**src/rtl/dp_ctrl_pkg.sv**
```systemverilog
// Shared types and constants for the ARM data-processing control sequencer:
// FSM states, ALU opcodes, condition codes and RSLCT field layout.
package dp_ctrl_pkg;

  typedef enum logic [2:0] {
    ST_IDLE,
    ST_DECODE,
    ST_EXEC,
    ST_WB,
    ST_PCINC
  } state_t;

  // ARM data-processing opcodes as presented on the 5-bit ALU OP bus
  localparam logic [4:0] OPC_AND    = 5'd0;
  localparam logic [4:0] OPC_EOR    = 5'd1;
  localparam logic [4:0] OPC_SUB    = 5'd2;
  localparam logic [4:0] OPC_RSB    = 5'd3;
  localparam logic [4:0] OPC_ADD    = 5'd4;
  localparam logic [4:0] OPC_ADC    = 5'd5;
  localparam logic [4:0] OPC_SBC    = 5'd6;
  localparam logic [4:0] OPC_RSC    = 5'd7;
  localparam logic [4:0] OPC_TST    = 5'd8;
  localparam logic [4:0] OPC_TEQ    = 5'd9;
  localparam logic [4:0] OPC_CMP    = 5'd10;
  localparam logic [4:0] OPC_CMN    = 5'd11;
  localparam logic [4:0] OPC_ORR    = 5'd12;
  localparam logic [4:0] OPC_MOV    = 5'd13;
  localparam logic [4:0] OPC_BIC    = 5'd14;
  localparam logic [4:0] OPC_MVN    = 5'd15;
  localparam logic [4:0] OPC_PASS_B = 5'd16;
  localparam logic [4:0] OPC_INC4   = 5'd17;

  localparam logic [3:0] COND_EQ = 4'h0;
  localparam logic [3:0] COND_NE = 4'h1;
  localparam logic [3:0] COND_CS = 4'h2;
  localparam logic [3:0] COND_CC = 4'h3;
  localparam logic [3:0] COND_MI = 4'h4;
  localparam logic [3:0] COND_PL = 4'h5;
  localparam logic [3:0] COND_VS = 4'h6;
  localparam logic [3:0] COND_VC = 4'h7;
  localparam logic [3:0] COND_HI = 4'h8;
  localparam logic [3:0] COND_LS = 4'h9;
  localparam logic [3:0] COND_GE = 4'hA;
  localparam logic [3:0] COND_LT = 4'hB;
  localparam logic [3:0] COND_GT = 4'hC;
  localparam logic [3:0] COND_LE = 4'hD;
  localparam logic [3:0] COND_AL = 4'hE;

  localparam int RS_RN_LSB = 16;
  localparam int RS_RD_LSB = 12;
  localparam int RS_RS_LSB = 8;
  localparam int RS_RM_LSB = 4;

  // TST/TEQ/CMP/CMN: flags-only, never written back
  function automatic logic is_cmp(input logic [3:0] opc);
    return opc[3:2] == 2'b10;
  endfunction

  function automatic logic [19:0] make_rslct(input logic [3:0] rn, input logic [3:0] rd,
                                             input logic [3:0] rs, input logic [3:0] rm);
    logic [19:0] r;
    r = '0;
    r[RS_RN_LSB +: 4] = rn;
    r[RS_RD_LSB +: 4] = rd;
    r[RS_RS_LSB +: 4] = rs;
    r[RS_RM_LSB +: 4] = rm;
    return r;
  endfunction

endpackage

```
**src/rtl/dp_ctrl_seq_cond_eval.sv**
```systemverilog
// ARM condition-field evaluator: pass=1 when cond holds for FLAGS {N,Z,C,V}.
// Code 0xF (NV) never passes.
module cond_eval
  import dp_ctrl_pkg::*;
(
  input  logic [3:0] cond,
  input  logic [3:0] FLAGS,
  output logic       pass
);

  logic n, z, c, v;
  assign {n, z, c, v} = FLAGS;

  always_comb begin
    pass = 1'b0;
    case (cond)
      COND_EQ: pass = z;
      COND_NE: pass = !z;
      COND_CS: pass = c;
      COND_CC: pass = !c;
      COND_MI: pass = n;
      COND_PL: pass = !n;
      COND_VS: pass = v;
      COND_VC: pass = !v;
      COND_HI: pass = c && !z;
      COND_LS: pass = !c || z;
      COND_GE: pass = (n == v);
      COND_LT: pass = (n != v);
      COND_GT: pass = !z && (n == v);
      COND_LE: pass = z || (n != v);
      COND_AL: pass = 1'b1;
      default: pass = 1'b0;
    endcase
  end

endmodule

```
**src/rtl/dp_ctrl_seq.sv**
```systemverilog
// Multi-cycle control sequencer for ARM data-processing instructions.
// Macro COND_EXEC_EN enables condition-field evaluation; otherwise every word runs as AL.
module dp_ctrl_seq
  import dp_ctrl_pkg::*;
#(
  parameter logic [3:0] PC_REG    = 4'd15,
  parameter logic [4:0] OP_PASS_B = dp_ctrl_pkg::OPC_PASS_B,
  parameter logic [4:0] OP_INC4   = dp_ctrl_pkg::OPC_INC4
) (
  input  logic        Clk,
  input  logic        RESET,
  input  logic        ir_valid,
  input  logic [31:0] ir_data,
  output logic        ir_ready,
  input  logic [3:0]  FLAGS,
  output logic [31:0] IR,
  output logic [19:0] RSLCT,
  output logic [4:0]  OP,
  output logic        S,
  output logic        ALU_OUT,
  output logic        LOAD,
  output logic        LOADPC,
  output logic        IR_CU,
  output logic        done,
  output logic        undef
);

  // Pass-through opcode belongs to the shifter-only path, which this sequencer never issues
  localparam logic [4:0] unused_op_pass_b = OP_PASS_B;

  state_t state;
  logic   cond_pass;
  logic   dp_word;
  logic   cmp_op;
  logic   rd_is_pc;

  assign dp_word  = (IR[27:26] == 2'b00);
  assign cmp_op   = is_cmp(IR[24:21]);
  assign rd_is_pc = (IR[15:12] == PC_REG);
  assign IR_CU    = 1'b1;

`ifdef COND_EXEC_EN
  cond_eval u_cond_eval (
    .cond  (IR[31:28]),
    .FLAGS (FLAGS),
    .pass  (cond_pass)
  );
`else
  logic unused_flags;
  assign unused_flags = ^FLAGS;
  assign cond_pass    = 1'b1;
`endif

  // Outputs are registered: each branch loads the values for the state being entered
  always_ff @(posedge Clk or negedge RESET) begin
    if (!RESET) begin
      state    <= ST_IDLE;
      IR       <= '0;
      RSLCT    <= '0;
      OP       <= OP_INC4;
      S        <= 1'b0;
      ALU_OUT  <= 1'b0;
      LOAD     <= 1'b0;
      LOADPC   <= 1'b0;
      done     <= 1'b0;
      undef    <= 1'b0;
      ir_ready <= 1'b1;
    end else begin
      LOAD   <= 1'b0;
      LOADPC <= 1'b0;
      done   <= 1'b0;
      undef  <= 1'b0;
      case (state)
        ST_IDLE: begin
          if (ir_valid) begin
            state    <= ST_DECODE;
            IR       <= ir_data;
            ir_ready <= 1'b0;
            RSLCT    <= make_rslct(ir_data[19:16], ir_data[15:12], ir_data[11:8], ir_data[3:0]);
            OP       <= {1'b0, ir_data[24:21]};
            S        <= 1'b0;
            ALU_OUT  <= 1'b0;
          end
        end
        ST_DECODE: begin
          if (!dp_word || !cond_pass) begin
            state   <= ST_PCINC;
            RSLCT   <= make_rslct(PC_REG, PC_REG, 4'h0, 4'h0);
            OP      <= OP_INC4;
            S       <= 1'b0;
            ALU_OUT <= 1'b1;
            LOADPC  <= 1'b1;
            done    <= 1'b1;
            undef   <= !dp_word;
          end else begin
            state   <= ST_EXEC;
            ALU_OUT <= 1'b1;
            S       <= IR[20] | cmp_op;
          end
        end
        ST_EXEC: begin
          state   <= ST_WB;
          S       <= 1'b0;
          ALU_OUT <= 1'b1;
          // A PC destination retires here: the write itself is the PC update
          if (!cmp_op) begin
            if (rd_is_pc) begin
              LOADPC <= 1'b1;
              done   <= 1'b1;
            end else begin
              LOAD <= 1'b1;
            end
          end
        end
        ST_WB: begin
          if (!cmp_op && rd_is_pc) begin
            state    <= ST_IDLE;
            ir_ready <= 1'b1;
            RSLCT    <= '0;
            OP       <= OP_INC4;
            S        <= 1'b0;
            ALU_OUT  <= 1'b0;
          end else begin
            state   <= ST_PCINC;
            RSLCT   <= make_rslct(PC_REG, PC_REG, 4'h0, 4'h0);
            OP      <= OP_INC4;
            S       <= 1'b0;
            ALU_OUT <= 1'b1;
            LOADPC  <= 1'b1;
            done    <= 1'b1;
          end
        end
        ST_PCINC: begin
          state    <= ST_IDLE;
          ir_ready <= 1'b1;
          RSLCT    <= '0;
          OP       <= OP_INC4;
          S        <= 1'b0;
          ALU_OUT  <= 1'b0;
        end
        default: begin
          state    <= ST_IDLE;
          ir_ready <= 1'b1;
        end
      endcase
    end
  end

endmodule

```
**config.mk**
```make
export PLATFORM = sky130hd
export DESIGN_NAME = dp_ctrl_seq
export DESIGN_NICKNAME = d
export VERILOG_FILES = /design/src/rtl/dp_ctrl_pkg.sv /design/src/rtl/dp_ctrl_seq_cond_eval.sv /design/src/rtl/dp_ctrl_seq.sv
export SDC_FILE = /design/constraint.sdc
export NUM_CORES = 1
export LEC_CHECK = 0
export BUFFER_PORTS_ARGS = -buffer_cell sky130_fd_sc_hd__buf_2
export CAP_MARGIN = 20
export CORE_MARGIN = 4
export CORE_UTILIZATION = 51
export DETAILED_ROUTE_END_ITERATION = 10
export PLACE_DENSITY = 0.81
export REMOVE_ABC_BUFFERS = 1
export SLEW_MARGIN = 20
export SYNTH_ARGS = -nofsm -noshare
export SYNTH_HDL_FRONTEND = slang
export SYNTH_SLANG_ARGS = --single-unit
```
**constraint.sdc**
```tcl
create_clock -name Clk -period 2.8 [get_ports Clk]
set_clock_uncertainty 0.05 [all_clocks]
set_input_delay 0 -clock Clk [delete_from_list [all_inputs] [get_ports Clk]]
set_output_delay 0 -clock Clk [all_outputs]
set_load 0.02 [all_outputs]
```
==> flow_metrics.py <==
metrics = {
    "final_layout": {
        "layout_common_cells": "buf_2 (94), dfrtp_1 (59), dlygate4sd3_1 (34), mux2_1 (30)",
        "drive_gt1_share_pct": 39.1,
        "final_common_cell": "buf_2",
        "fin_cells": 379,
        "num_antenna_cells": 0,
        "area_delta_synth_final_pct": 40.9,
        "fillers": 329,
        "design_area_um2": 3530,
        "post-route-util_pct": 74.2,
        "nets": 346,
    },
    "routing": {
        "dr.first_iter.drc_count": 110,
        "wl_mm": 6.21,
        "drc": 0,
        "wire_per_inst_um": 16.4,
        "vias": 1952,
        "dr.pass1.iters": 5,
        "ant_nets": 0,
        "viasPerCell": 5.15,
    },
    "sta": {
        "period_share_pct": 69.5,
        "slew_headroom_pct": 52.7,
        "grt_setup_unrepaired": "false",
        "setup_viol": 0,
        "hold_viol_final": 0,
        "maxSlewViolCount": 0,
        "fin_crit_ns": 1.95,
        "worst_pin_slew_ns": 0.709,
        "setup_tns_ns": 0,
        "max_freq_ghz": 0.514,
        "holdWs_ns": 0.0830,
    },
    "pwr": {
        "p_per_area_nw_per_um2": 1210,
        "switching_share_pct": 40.9,
        "power_frac_seq_pct": 37.9,
        "comb_power_share_pct": 43.9,
        "p_clk_share_pct": 18.2,
        "switching_power_w": 0.00175,
        "ir_worst_vdd_uv": 641,
        "p_int_w": 0.00253,
        "leakagePower_nw": 1.72,
    },
    "global_routing": {
        "grt_max_degree": 46,
        "use_met2_pct": 35.6,
        "grt_util_met1_pct": 28.1,
        "top_usage_layer": "met2",
        "grt_util_all_layers_pct": 22.1,
        "grt_util_met3_pct": 5.85,
        "first_global_vias": 2134,
        "grt_pass1_wl_mm": 10.4,
        "grt_overflow": 0,
        "antenna_found_initial": 0,
    },
    "placement": {
        "dp_hpwl_mm": 3.71,
        "place_area_um2": 2990,
        "io_buffers": 94,
        "placed_cells": 329,
        "routabilityCongestion": 0.871,
    },
    "floorplanning": {
        "die_height_um": 78.1,
        "initial_core_util_pct": 52.7,
        "core_area_um2": 4750,
        "std_cell_rows": 25,
        "top_level_ports": 104,
        "dieWidth_um": 78.1,
        "die-area_um2": 6090,
    },
    "synth": {
        "synth-edff-count": 0,
        "synthCells": 177,
        "ys_types": 35,
        "synth-warning-count": 0,
        "ys_seq_area_share_pct": 62.1,
        "syn_area_um2": 2500,
        "ys_ff_latch": 62,
        "ys.flop_type": "dfrtp_1",
        "async_reset_ff_share_pct": 100,
        "avgSynthCellArea_um2": 14.1,
    },
    "clock_network": {
        "clkTransAtPathRegs_ns": 0.07,
        "clockBufferDepth": 2,
        "insertion_delay_ns": 0.33,
        "clock-sinks": 62,
        "cts_made_buffers": 9,
        "htreeDepth": 3,
        "cts_tree": "built",
        "cts_root_buf": "clkbuf_8",
    },
    "worst_setup_path": {
        "critical_path_class": "reg2reg",
        "critPathMaxFanout": 41,
        "crit_path_max_incr_delay_ns": 0.54,
        "worst-path-buf-inv": 1,
        "worst_setup_path_end_kind": "register",
        "required_ns": 2.96,
        "start_kind": "register",
        "critPathSlowestCell": "dfrtp_1",
        "crit_arrival_ns": 2.10,
        "crit_chain": "nor4b_4 -> buf_4 -> mux2_2",
        "cp_top_family": "flip-flops",
    },
    "min_path": {
        "hold_class": "in2async",
    },
    "flow_run": {
        "drv_cap": 0,
    },
    "run_status": {
        "outcome": "complete, no violations",
    },
}
-- final cells by class --
type	instances	area [um2]	area share [%]
clock buffers	12	155	4.40
clock inverters	4	45.0	1.28
inverters	6	22.5	0.638
multi-input cells	96	826	23.4
flip-flops and latches	62	1560	44.1
well taps	67	83.8	2.38
repair buffers	132	841	23.8
-- worst reg2reg max path: stages (launching register included) --
cell and delay (ns):
dfrtp_1 0.54, nor4b_4 0.35, buf_4 0.46, mux2_2 0.42
-- synthesized netlist by cell type (2+ instances only) --
library cell	n	area [um2]
nor2b_1	2	12.5
a22o_1	11	96.3
dfrtp_1	59	1480
mux2i_1	2	20.0
o21ai_0	3	15.0
mux2_1	30	338
nor3_1	3	15.0
conb_1	2	7.51
nor2_1	5	18.8
inv_1	6	22.5
a21oi_1	5	25.0
nand2b_1	3	18.8
a221o_1	7	70.1
nor4_1	2	12.5
buf_4	10	75.1
dfstp_2	3	78.8
mux2_2	2	22.5
buf_2	5	25.0
-- metal layers --
metal | up-vias | wire length, um
li1 | 894 | -
met1 | 961 | 2690
met2 | 88 | 3000
met3 | 9 | 434
met4 | 0 | 88
met5 | - | 0
-- power by group through the flow --
stage / combinational [W] / sequential (W) / clock, W
final: 0.00188 / 0.00162 / 0.000780
after global routing: 0.00202 / 0.00168 / 0.000845
after CTS: 0.00188 / 0.00161 / 0.000802
after detailed placement: 0.00184 / 0.00161 / 0
after global placement: 0.00180 / 0.00160 / 0
after floorplan: 0.000662 / 0.00210 / 0
-- per-stage QoR --
stage	power [W]	setup slack [ns]
2_1_floorplan	0.00276	0.00682
3_3_place_gp	0.00340	0.891
3_5_place_dp	0.00345	0.887
4_1_cts	0.00430	0.860
5_1_grt	0.00454	0.761
6_report	0.00428	0.855
-- kinds of logic (layout without fill, tap and decap cells) --
family,Yosys count,after routing,share of synthesized area (%)
muxes,34,34,15.2
buffers and inverters,22,154,5.35
and+or+nand+nor,23,23,6.00
AOI/OAI and AO/OA,34,34,11.0
DFF,62,62,62.1
other,2,5,0.300
-- registers in the layout, summed over array words and instances (netlist names) --
register	count
IR	32
RSLCT	16
OP	5
state	3
ALU_OUT	1
LOAD	1
S	1
done	1
ir_ready	1
undef	1
-- path summary, 6_finish.rpt --
path                              from  endpoint  slack (ns)  cells past startpoint
max                           state[1]    IR[18]        0.85                      3
min                              RESET   ALU_OUT        0.08                      2
max reg2reg                   state[1]    IR[18]        0.85                      3
min reg2reg                      OP[0]     OP[0]        0.41                      2
max in group asynchronous        RESET     OP[4]        1.72                      3
min in group Clk           ir_data[30]    IR[30]        0.38                      3
-- what timing repair did --
item,CTS,global route
setup buffers,0,0
hold endpoints to repair,71,0
resized for setup,0,0
hold buffers,34,0
No activity file was read; power rests on OpenSTA's default activity.
